[src/rtl/cell_sweep_pkg.sv]
// Shared types and constants for the cell truth-table sweeper.
package cell_sweep_pkg;

    typedef enum logic [1:0] {
        ST_IDLE = 2'd0,
        ST_RUN  = 2'd1,
        ST_DONE = 2'd2
    } sweep_state_e;

    localparam int unsigned SETTLE_MIN = 1;

    // Width of a counter spanning 0..settle-1; never narrower than one bit.
    function automatic int unsigned settle_cnt_width(input int unsigned settle);
        return (settle > SETTLE_MIN) ? $clog2(settle) : 1;
    endfunction

endpackage

[src/rtl/cell_sweep_settle_ctr.sv]
// Settle counter: counts 0..SETTLE-1 while enabled, wraps on terminal count.
module cell_sweep_settle_ctr
    import cell_sweep_pkg::*;
#(
    parameter int unsigned SETTLE = 2
) (
    input  logic clk,
    input  logic rst,
    input  logic clear,
    input  logic en,
    output logic tc
);

    localparam int unsigned CW = settle_cnt_width(SETTLE);
    localparam logic [CW-1:0] LAST = CW'(SETTLE - 1);

    logic [CW-1:0] cnt_q, cnt_d;

    assign tc = (cnt_q == LAST);

    // Next count: clear wins, otherwise advance and wrap at the terminal count.
    always_comb begin
        cnt_d = cnt_q;
        if (clear) begin
            cnt_d = '0;
        end else if (en) begin
            cnt_d = tc ? '0 : cnt_q + CW'(1);
        end
    end

    // Count register.
    always_ff @(posedge clk or posedge rst) begin
        if (rst) begin
            cnt_q <= '0;
        end else begin
            cnt_q <= cnt_d;
        end
    end

endmodule

[src/rtl/cell_truth_sweeper.sv]
// Exhaustive truth-table sweeper for N_IN-input single-output cells.
// Optional first-failure capture: define CELL_SWEEP_ERR_CAPTURE_EN.
module cell_truth_sweeper
    import cell_sweep_pkg::*;
#(
    parameter int unsigned N_IN   = 4,
    parameter int unsigned SETTLE = 2
) (
    input  logic                 clk,
    input  logic                 rst,
    input  logic                 start,
    input  logic                 abort,
    input  logic [2**N_IN-1:0]   tt_expected,
    output logic [N_IN-1:0]      vec_out,
    input  logic                 dut_out,
    output logic                 busy,
    output logic                 done,
    output logic                 pass,
    output logic [N_IN:0]        err_count,
    output logic [N_IN-1:0]      first_err_vec
);

    localparam logic [N_IN-1:0] VEC_LAST = {N_IN{1'b1}};

    sweep_state_e        state_q, state_d;
    logic [2**N_IN-1:0]  shadow_q, shadow_d;
    logic [N_IN-1:0]     vec_q, vec_d;
    logic [N_IN:0]       err_q, err_d;
    logic                busy_q, busy_d;
    logic                done_q, done_d;
    logic                pass_q, pass_d;

    logic launch;
    logic mismatch;
    logic settle_tc;
    logic settle_clear;
    logic compare;

    assign launch   = start && (state_q != ST_RUN);
    assign mismatch = (dut_out != shadow_q[vec_q]);
    assign compare  = (state_q == ST_RUN) && !abort && settle_tc;

    cell_sweep_settle_ctr #(
        .SETTLE (SETTLE)
    ) u_settle (
        .clk   (clk),
        .rst   (rst),
        .clear (settle_clear),
        .en    (state_q == ST_RUN),
        .tc    (settle_tc)
    );

    // Sweep FSM next state: launch, per-vector compare, abort and completion.
    always_comb begin
        state_d      = state_q;
        shadow_d     = shadow_q;
        vec_d        = vec_q;
        err_d        = err_q;
        busy_d       = busy_q;
        done_d       = done_q;
        pass_d       = pass_q;
        settle_clear = 1'b0;
        case (state_q)
            ST_RUN: begin
                if (abort) begin
                    // Partial error count is kept for post-mortem inspection.
                    state_d      = ST_IDLE;
                    vec_d        = '0;
                    busy_d       = 1'b0;
                    settle_clear = 1'b1;
                end else if (settle_tc) begin
                    err_d = err_q + (N_IN+1)'(mismatch);
                    if (vec_q == VEC_LAST) begin
                        state_d = ST_DONE;
                        busy_d  = 1'b0;
                        done_d  = 1'b1;
                        pass_d  = (err_d == '0);
                    end else begin
                        vec_d = vec_q + N_IN'(1);
                    end
                end
            end
            default: begin
                if (launch) begin
                    state_d      = ST_RUN;
                    shadow_d     = tt_expected;
                    vec_d        = '0;
                    err_d        = '0;
                    busy_d       = 1'b1;
                    done_d       = 1'b0;
                    pass_d       = 1'b0;
                    settle_clear = 1'b1;
                end
            end
        endcase
    end

    // FSM and registered outputs.
    always_ff @(posedge clk or posedge rst) begin
        if (rst) begin
            state_q  <= ST_IDLE;
            shadow_q <= '0;
            vec_q    <= '0;
            err_q    <= '0;
            busy_q   <= 1'b0;
            done_q   <= 1'b0;
            pass_q   <= 1'b0;
        end else begin
            state_q  <= state_d;
            shadow_q <= shadow_d;
            vec_q    <= vec_d;
            err_q    <= err_d;
            busy_q   <= busy_d;
            done_q   <= done_d;
            pass_q   <= pass_d;
        end
    end

`ifdef CELL_SWEEP_ERR_CAPTURE_EN
    logic [N_IN-1:0] first_q, first_d;

    // Capture only the first mismatch of a sweep (err_q is still zero then).
    always_comb begin
        first_d = first_q;
        if (launch) begin
            first_d = '0;
        end else if (compare && mismatch && (err_q == '0)) begin
            first_d = vec_q;
        end
    end

    // First-failure register.
    always_ff @(posedge clk or posedge rst) begin
        if (rst) begin
            first_q <= '0;
        end else begin
            first_q <= first_d;
        end
    end

    assign first_err_vec = first_q;
`else
    logic unused_compare;
    assign unused_compare = compare;
    assign first_err_vec  = '0;
`endif

    assign vec_out   = vec_q;
    assign busy      = busy_q;
    assign done      = done_q;
    assign pass      = pass_q;
    assign err_count = err_q;

endmodule

[config.mk]
export PLATFORM = sky130hd
export DESIGN_NAME = cell_truth_sweeper
export DESIGN_NICKNAME = d
export VERILOG_FILES = /design/src/rtl/cell_sweep_pkg.sv /design/src/rtl/cell_sweep_settle_ctr.sv /design/src/rtl/cell_truth_sweeper.sv
export SDC_FILE = /design/constraint.sdc
export NUM_CORES = 1
export LEC_CHECK = 0
export CORE_MARGIN = 2
export CORE_UTILIZATION = 52
export DETAILED_ROUTE_END_ITERATION = 10
export PLACE_DENSITY = 0.91
export SLEW_MARGIN = 20
export SYNTH_ARGS = -nofsm -noshare
export SYNTH_HDL_FRONTEND = slang
export SYNTH_SLANG_ARGS = --single-unit
[constraint.sdc]
create_clock -name clk -period 8.1 [get_ports clk]
set_clock_uncertainty 0.05 [all_clocks]
set_input_delay 1.62 -clock clk [delete_from_list [all_inputs] [get_ports clk]]
set_output_delay 1.62 -clock clk [all_outputs]
set_load 0.01 [all_outputs]
==> results of run 1 <==
==> cells in the mapped netlist (2+ instances only) <==
cell and count:
nor2_1 3, or3_1 2, nor3_1 3, mux4_1 4, o31ai_1 3, clkbuf_1 3, mux2_2 16, o21ai_0 11
ha_1 3, xnor2_1 2, xor2_1 3, nand2b_1 3, buf_4 4, nand3_1 4, nand2_1 16, a21oi_1 2
dfrtp_1 30
==> worst min-delay path by stage <==
stage / startpoint / to / depth (start not counted)
6_report: shadow_q[8] / shadow_q[8] / 1
5_1_grt: shadow_q[2] / shadow_q[2] / 1
4_1_cts: shadow_q[8] / shadow_q[8] / 1
3_5_place_dp: shadow_q[8] / shadow_q[8] / 1
3_3_place_gp: shadow_q[5] / shadow_q[5] / 1
2_1_floorplan: shadow_q[4] / shadow_q[4] / 1
==> final cells by class <==
type                    instances  area [µm²]
multi-input cells              93       740.7
flip-flops and latches         30       750.7
fillers                       220       867.1
repair buffers                 32       320.3
well taps                      31       38.79
inverters                       1       3.754
clock inverters                 1       5.005
clock buffers                   7       55.05
==> layer usage <==
metal,wire [µm],part of all wire [%],up-vias,global-route usage (%)
met3,181,6.0,4,5.934
met4,24,0.80,0,5.316
li1,-,-,530,-
met2,1578,53,38,34.35
met1,1209,40,568,25.19
met5,0,0,-,0
==> power by group through the flow <==
stage | sequential [µW] | combinational [µW] | clock (µW)
after floorplan | 235 | 135 | 0
after global placement | 238 | 181 | 0
after detailed placement | 245 | 190 | 0
after CTS | 241 | 191 | 95.0
after global routing | 249 | 211 | 102
final | 242 | 190 | 92.6
==> critical path, stage by stage <==
cell and delay [ns]:
clkdlybuf4s50_1 0.56, nor4bb_2 0.88, nand2b_1 0.16, o31ai_1 0.30
==> metrics by stage <==
step	area (µm²)	total power (µW)	cells	util (%)	hold slack, ns
2_1_floorplan	1546	370.1	133	-	0.4204
3_3_place_gp	1848	419.0	187	66.44	0.4297
3_5_place_dp	1848	434.9	187	66.44	0.4406
4_1_cts	1908	527.5	195	68.60	0.4606
5_1_grt	1914	561.4	195	68.83	0.4751
6_report	1914	524.2	195	68.83	0.4602
==> cell families (layout without fill, tap and decap cells) <==
group,after synthesis,count (layout),synth area share (%)
AOI/OAI and AO/OA,20,20,7.824
muxes,21,21,20.05
and+or+nand+nor,40,40,13.69
adders and majority gates,3,3,2.445
xor gates and xnor gates,5,5,2.853
DFF,30,30,48.90
other,1,4,0.2443
buffers and inverters,10,41,3.993
==> state kept, by name, summed over array words and instances (netlist names) <==
name and count:
err_count 5, u_settle.tc 1, done 1, state_q 2, vec_out 4, shadow_q 16
pass 1
==> impl_metrics.tcl, run 1 <==
set metrics [dict create \
    grtUsageTotal_pct 20.17 \
    num_rows 19 \
    worst_pin_slew_ns 0.9213 \
    synth_cell_types 35 \
    ys_seq_area_share_pct 48.90 \
    via_count 1140 \
    p_comb_share_pct 36.2 \
    setup_slack_ns 4.747 \
    die_y_um 58.34 \
    drc_errors 0 \
    cp_max_fo 10 \
    cts_buffer_depth 2 \
    criticalPathCategory "in2reg" \
    drive_gt1_share_pct 17.68 \
    antenna_found_initial 0 \
    die_area_um2 3403 \
    crit_required_ns 8.27 \
    crit_path_end "pass" \
    area_delta_synth_final_pct 24.69 \
    synth_area_um2 1535 \
    synthFlopType "dfrtp_1" \
    reg2reg_slack_ns 4.88 \
    core_area_um2 2781 \
    io_pins 37 \
    hold_buffers 0 \
    hold_viol 0 \
    peakVddDrop_v 0.0002040 \
    max_freq_ghz 0.2983 \
    period_share_pct 41.39 \
    cts_resized 0 \
    n_antenna_cell 0 \
    slew_viol_final 0 \
    yosysTopAreaCell "dfrtp_1" \
    slew_headroom_pct 37.70 \
    rr_worst_depth 8 \
    vias_per_cell 5.846 \
    syn_inst 130 \
    status "completed" \
    start_kind "primary input" \
    path_clk_slew_ns 0.08 \
    dr.pass1.iters 4 \
    drtIter0Drc 65 \
    r2r-start "vec_out[2]" \
    p_seq_share_pct 46.2 \
    crit_path_end_kind "flip-flop" \
    cts_htree_levels 2 \
    finalSetupTns_ns 0 \
    grt_max_degree 31 \
    power_switching_uw 166.7 \
    grt_overflow 0 \
    regToRegEndpoint "pass" \
    p_per_area_nw_per_um2 273.8 \
    hpwl_um 2203 \
    cts.sinks 30 \
    synth_area_leaders "dfrtp_1 (49%), mux2_2 (12%), mux4_1 (6.8%), nand2_1 (3.9%), o21ai_0 (3.6%)" \
    die_w_um 58.34 \
    synth_edf_count 0 \
    drt_wl_total_um 2994 \
    worstSkewPairLatency_ns 0.33 \
    cts_made_buffers 5 \
    portBuffers 32 \
    setup_viol 0 \
    p_leak_uw 0.0008217 \
    layout_commonest_cell "clkdlybuf4s50_1" \
    grt_pass1_vias 1220 \
    synth_seq_cells 30 \
    post_cts_buffers 0 \
    internal_power_uw 357.5 \
    rsz0062_at_grt "false" \
    fin_crit_ns 3.353 \
    dp_slack_ns 4.130 \
    cts_tree "done" \
    async_flop_share_pct 100.0 \
    avgSynthCellArea_um2 11.81 \
    yosysTopAreaCellShare_pct 48.90 \
    ant_nets 0 \
    cp.arrival_ns 3.52 \
    routabilityCongestion 0.7677 \
    crit_path_start "abort" \
    p_sw_share_pct 31.80 \
    layout_common_cells "clkdlybuf4s50_1 (32), dfrtp_1 (30), nand2_1 (16), mux2_2 (16), o21ai_0 (11)" \
    start_util_pct 55.20 \
    clkPwrFrac_pct 17.7 \
    grt_pass1_wl_um 5271 \
    avgRoutedWirePerCell_um 15.35 \
    cts_root_buf "clkbuf_4" \
    nNetsFinal 187 \
    hp-class "reg2reg" \
    ys_warn_count 0 \
    drv_cap 0 \
]
Power figures use the tool's default switching activity.
==> inputs of run 2 (changes only) <==
Settings changed: CORE_UTILIZATION 52 to 49, PLACE_DENSITY 0.91 to 0.87.
Clock period 8.1 ns to 3.5 ns, I/O delays scaled along.
==> run 2 against run 1 <==
- worst setup slack got worse by 4.4 ns
- global-route usage is 1.2 points lower
- sequential cell count unchanged
- hold slack lost 0.017 ns
- register-to-register slack got worse by 4.5 ns
- non-clock buffer count rose by 2
- cell area grew 1.3%
- sequential share of layout area is 0.51 points lower
- via count down 1.1%
- die area up 5.7%
- largest power group unchanged
==> impl_metrics.tcl, run 2 (synthesis results as in run 1) <==
set metrics [dict create \
    largest_reg_flops 16 \
    hpwl_um 2241 \
    crit_required_ns 3.66 \
    multiInputGateArea_um2 734.5 \
    core_area_um2 3028 \
    grtUsageTotal_pct 18.97 \
    drt_wl_total_um 2989 \
    placed_area_um2 1879 \
    met3_usage_pct 4.545 \
    design_area_um2 1939 \
    start_util_pct 50.70 \
    fin_crit_ns 3.138 \
    dp_slack_ns 0.3883 \
    avgRoutedWirePerCell_um 14.23 \
    hp-class "reg2reg" \
    r2r-start "vec_out[2]" \
    die_w_um 59.98 \
    slew_headroom_pct 43.38 \
    drive_gt1_share_pct 17.47 \
    ant_nets 0 \
    hold_start "done" \
    hold_viol 0 \
    antenna_found_initial 0 \
    cp.arrival_ns 3.29 \
    hold_buffers 0 \
    grt_max_degree 31 \
    path_clk_slew_ns 0.09 \
    grt_pass1_vias 1072 \
    regToRegEndpoint "pass" \
    nNetsFinal 189 \
    drc_errors 0 \
    portBuffers 32 \
    worstSkewPairLatency_ns 0.31 \
    die_area_um2 3597 \
    criticalPathCategory "reg2reg" \
    slew_viol_final 0 \
    finalSetupTns_ns 0 \
    cts_resized 0 \
    dr.pass1.iters 4 \
    peakVddDrop_v 0.0002993 \
    max_freq_ghz 0.3187 \
    seq_area_um2 750.7 \
    busiest_layer "met2" \
    grt_use_met2_pct 31.68 \
    met1_usage_pct 24.86 \
    period_share_pct 89.65 \
    layout_common_cells "clkdlybuf4s50_1 (32), dfrtp_1 (30), nand2_1 (16), mux2_2 (16), o21ai_0 (11)" \
    final_core_util_pct 64.05 \
    via_count 1127 \
    layout_commonest_cell "clkdlybuf4s50_1" \
    rr_worst_depth 8 \
    crit_path_end_kind "flip-flop" \
    io_pins 37 \
    p_leak_uw 0.0008326 \
    grt_overflow 0 \
    setup_viol 0 \
    post_cts_buffers 0 \
    drtIter0Drc 65 \
    p_per_area_nw_per_um2 622.2 \
    rsz0062_at_grt "false" \
    cts_tree "done" \
    drv_cap 0 \
    n_antenna_cell 0 \
    start_kind "flip-flop" \
    regMostFlops "shadow_q" \
    grt_pass1_wl_um 4988 \
    num_rows 20 \
    routabilityCongestion 0.9108 \
    worst_pin_slew_ns 0.8473 \
    whs_path_depth 2 \
    status "completed" \
    cts_htree_levels 2 \
    cts_root_buf "clkbuf_4" \
    reg2reg_slack_ns 0.36 \
    cts.sinks 30 \
    die_y_um 59.98 \
    cts_made_buffers 5 \
    fillers 257 \
    cp_max_fo 9 \
    cts_buffer_depth 2 \
    holdPathEnd "done" \
    vias_per_cell 5.367 \
    setup_slack_ns 0.3622 \
    crit_path_start "vec_out[2]" \
    area_delta_synth_final_pct 26.32 \
]
run 2: changes by cell type in the layout (fill, tap and decap cells not counted):
cell	change
nor4bb_2	-1
nor4bb_1	+1
inv_1	+1
inv_2	-1
buf_4	+2
run 2: critical path, cell delays in order (launching register included):
cell and delay (ns):
dfrtp_1 0.53, mux4_1 0.58, mux4_2 0.48, xor2_1 0.16, ha_1 0.20, ha_1 0.25
xor2_1 0.18, or3_1 0.31, o31ai_1 0.29
run 2: how the worst max path moves through the flow:
stage,endpoint,cells past startpoint
finish,pass,8
global route,pass,8
CTS,pass,8
detailed placement,pass,8
global placement,pass,8
floorplan,pass,9
run 2: area by class of cell:
cell class                      count  area share, %
Sequential cell                    30          38.71
Multi-Input combinational cell     93          37.87
Timing Repair Buffer               34          17.29
Clock buffer                        7          2.839
Tap cell                           44          2.839
Clock inverter                      1         0.2581
Inverter                            1         0.1935
run 2: power breakdown:
group          internal (µW)  switching (µW)
registers                473            90.6
clock network           97.3             111
logic                    258             177
total                    828             379
run 2: through the flow:
step / cells / power, µW / hold WS (ns)
CTS: 210 / 1216 / 0.4427
global placement: 202 / 977.0 / 0.4130
detailed placement: 202 / 1007 / 0.4225
floorplan: 133 / 856.6 / 0.4204
finish: 210 / 1207 / 0.4433
global route: 210 / 1290 / 0.4866
run 2: layer usage:
metal  share of wire (%)  up-vias  wire length, µm
met5                   0        -                0
met4                0.43        0               13
met3                 5.4        4              160
met1                  43      545             1285
li1                    -      533                -
met2                  51       45             1529
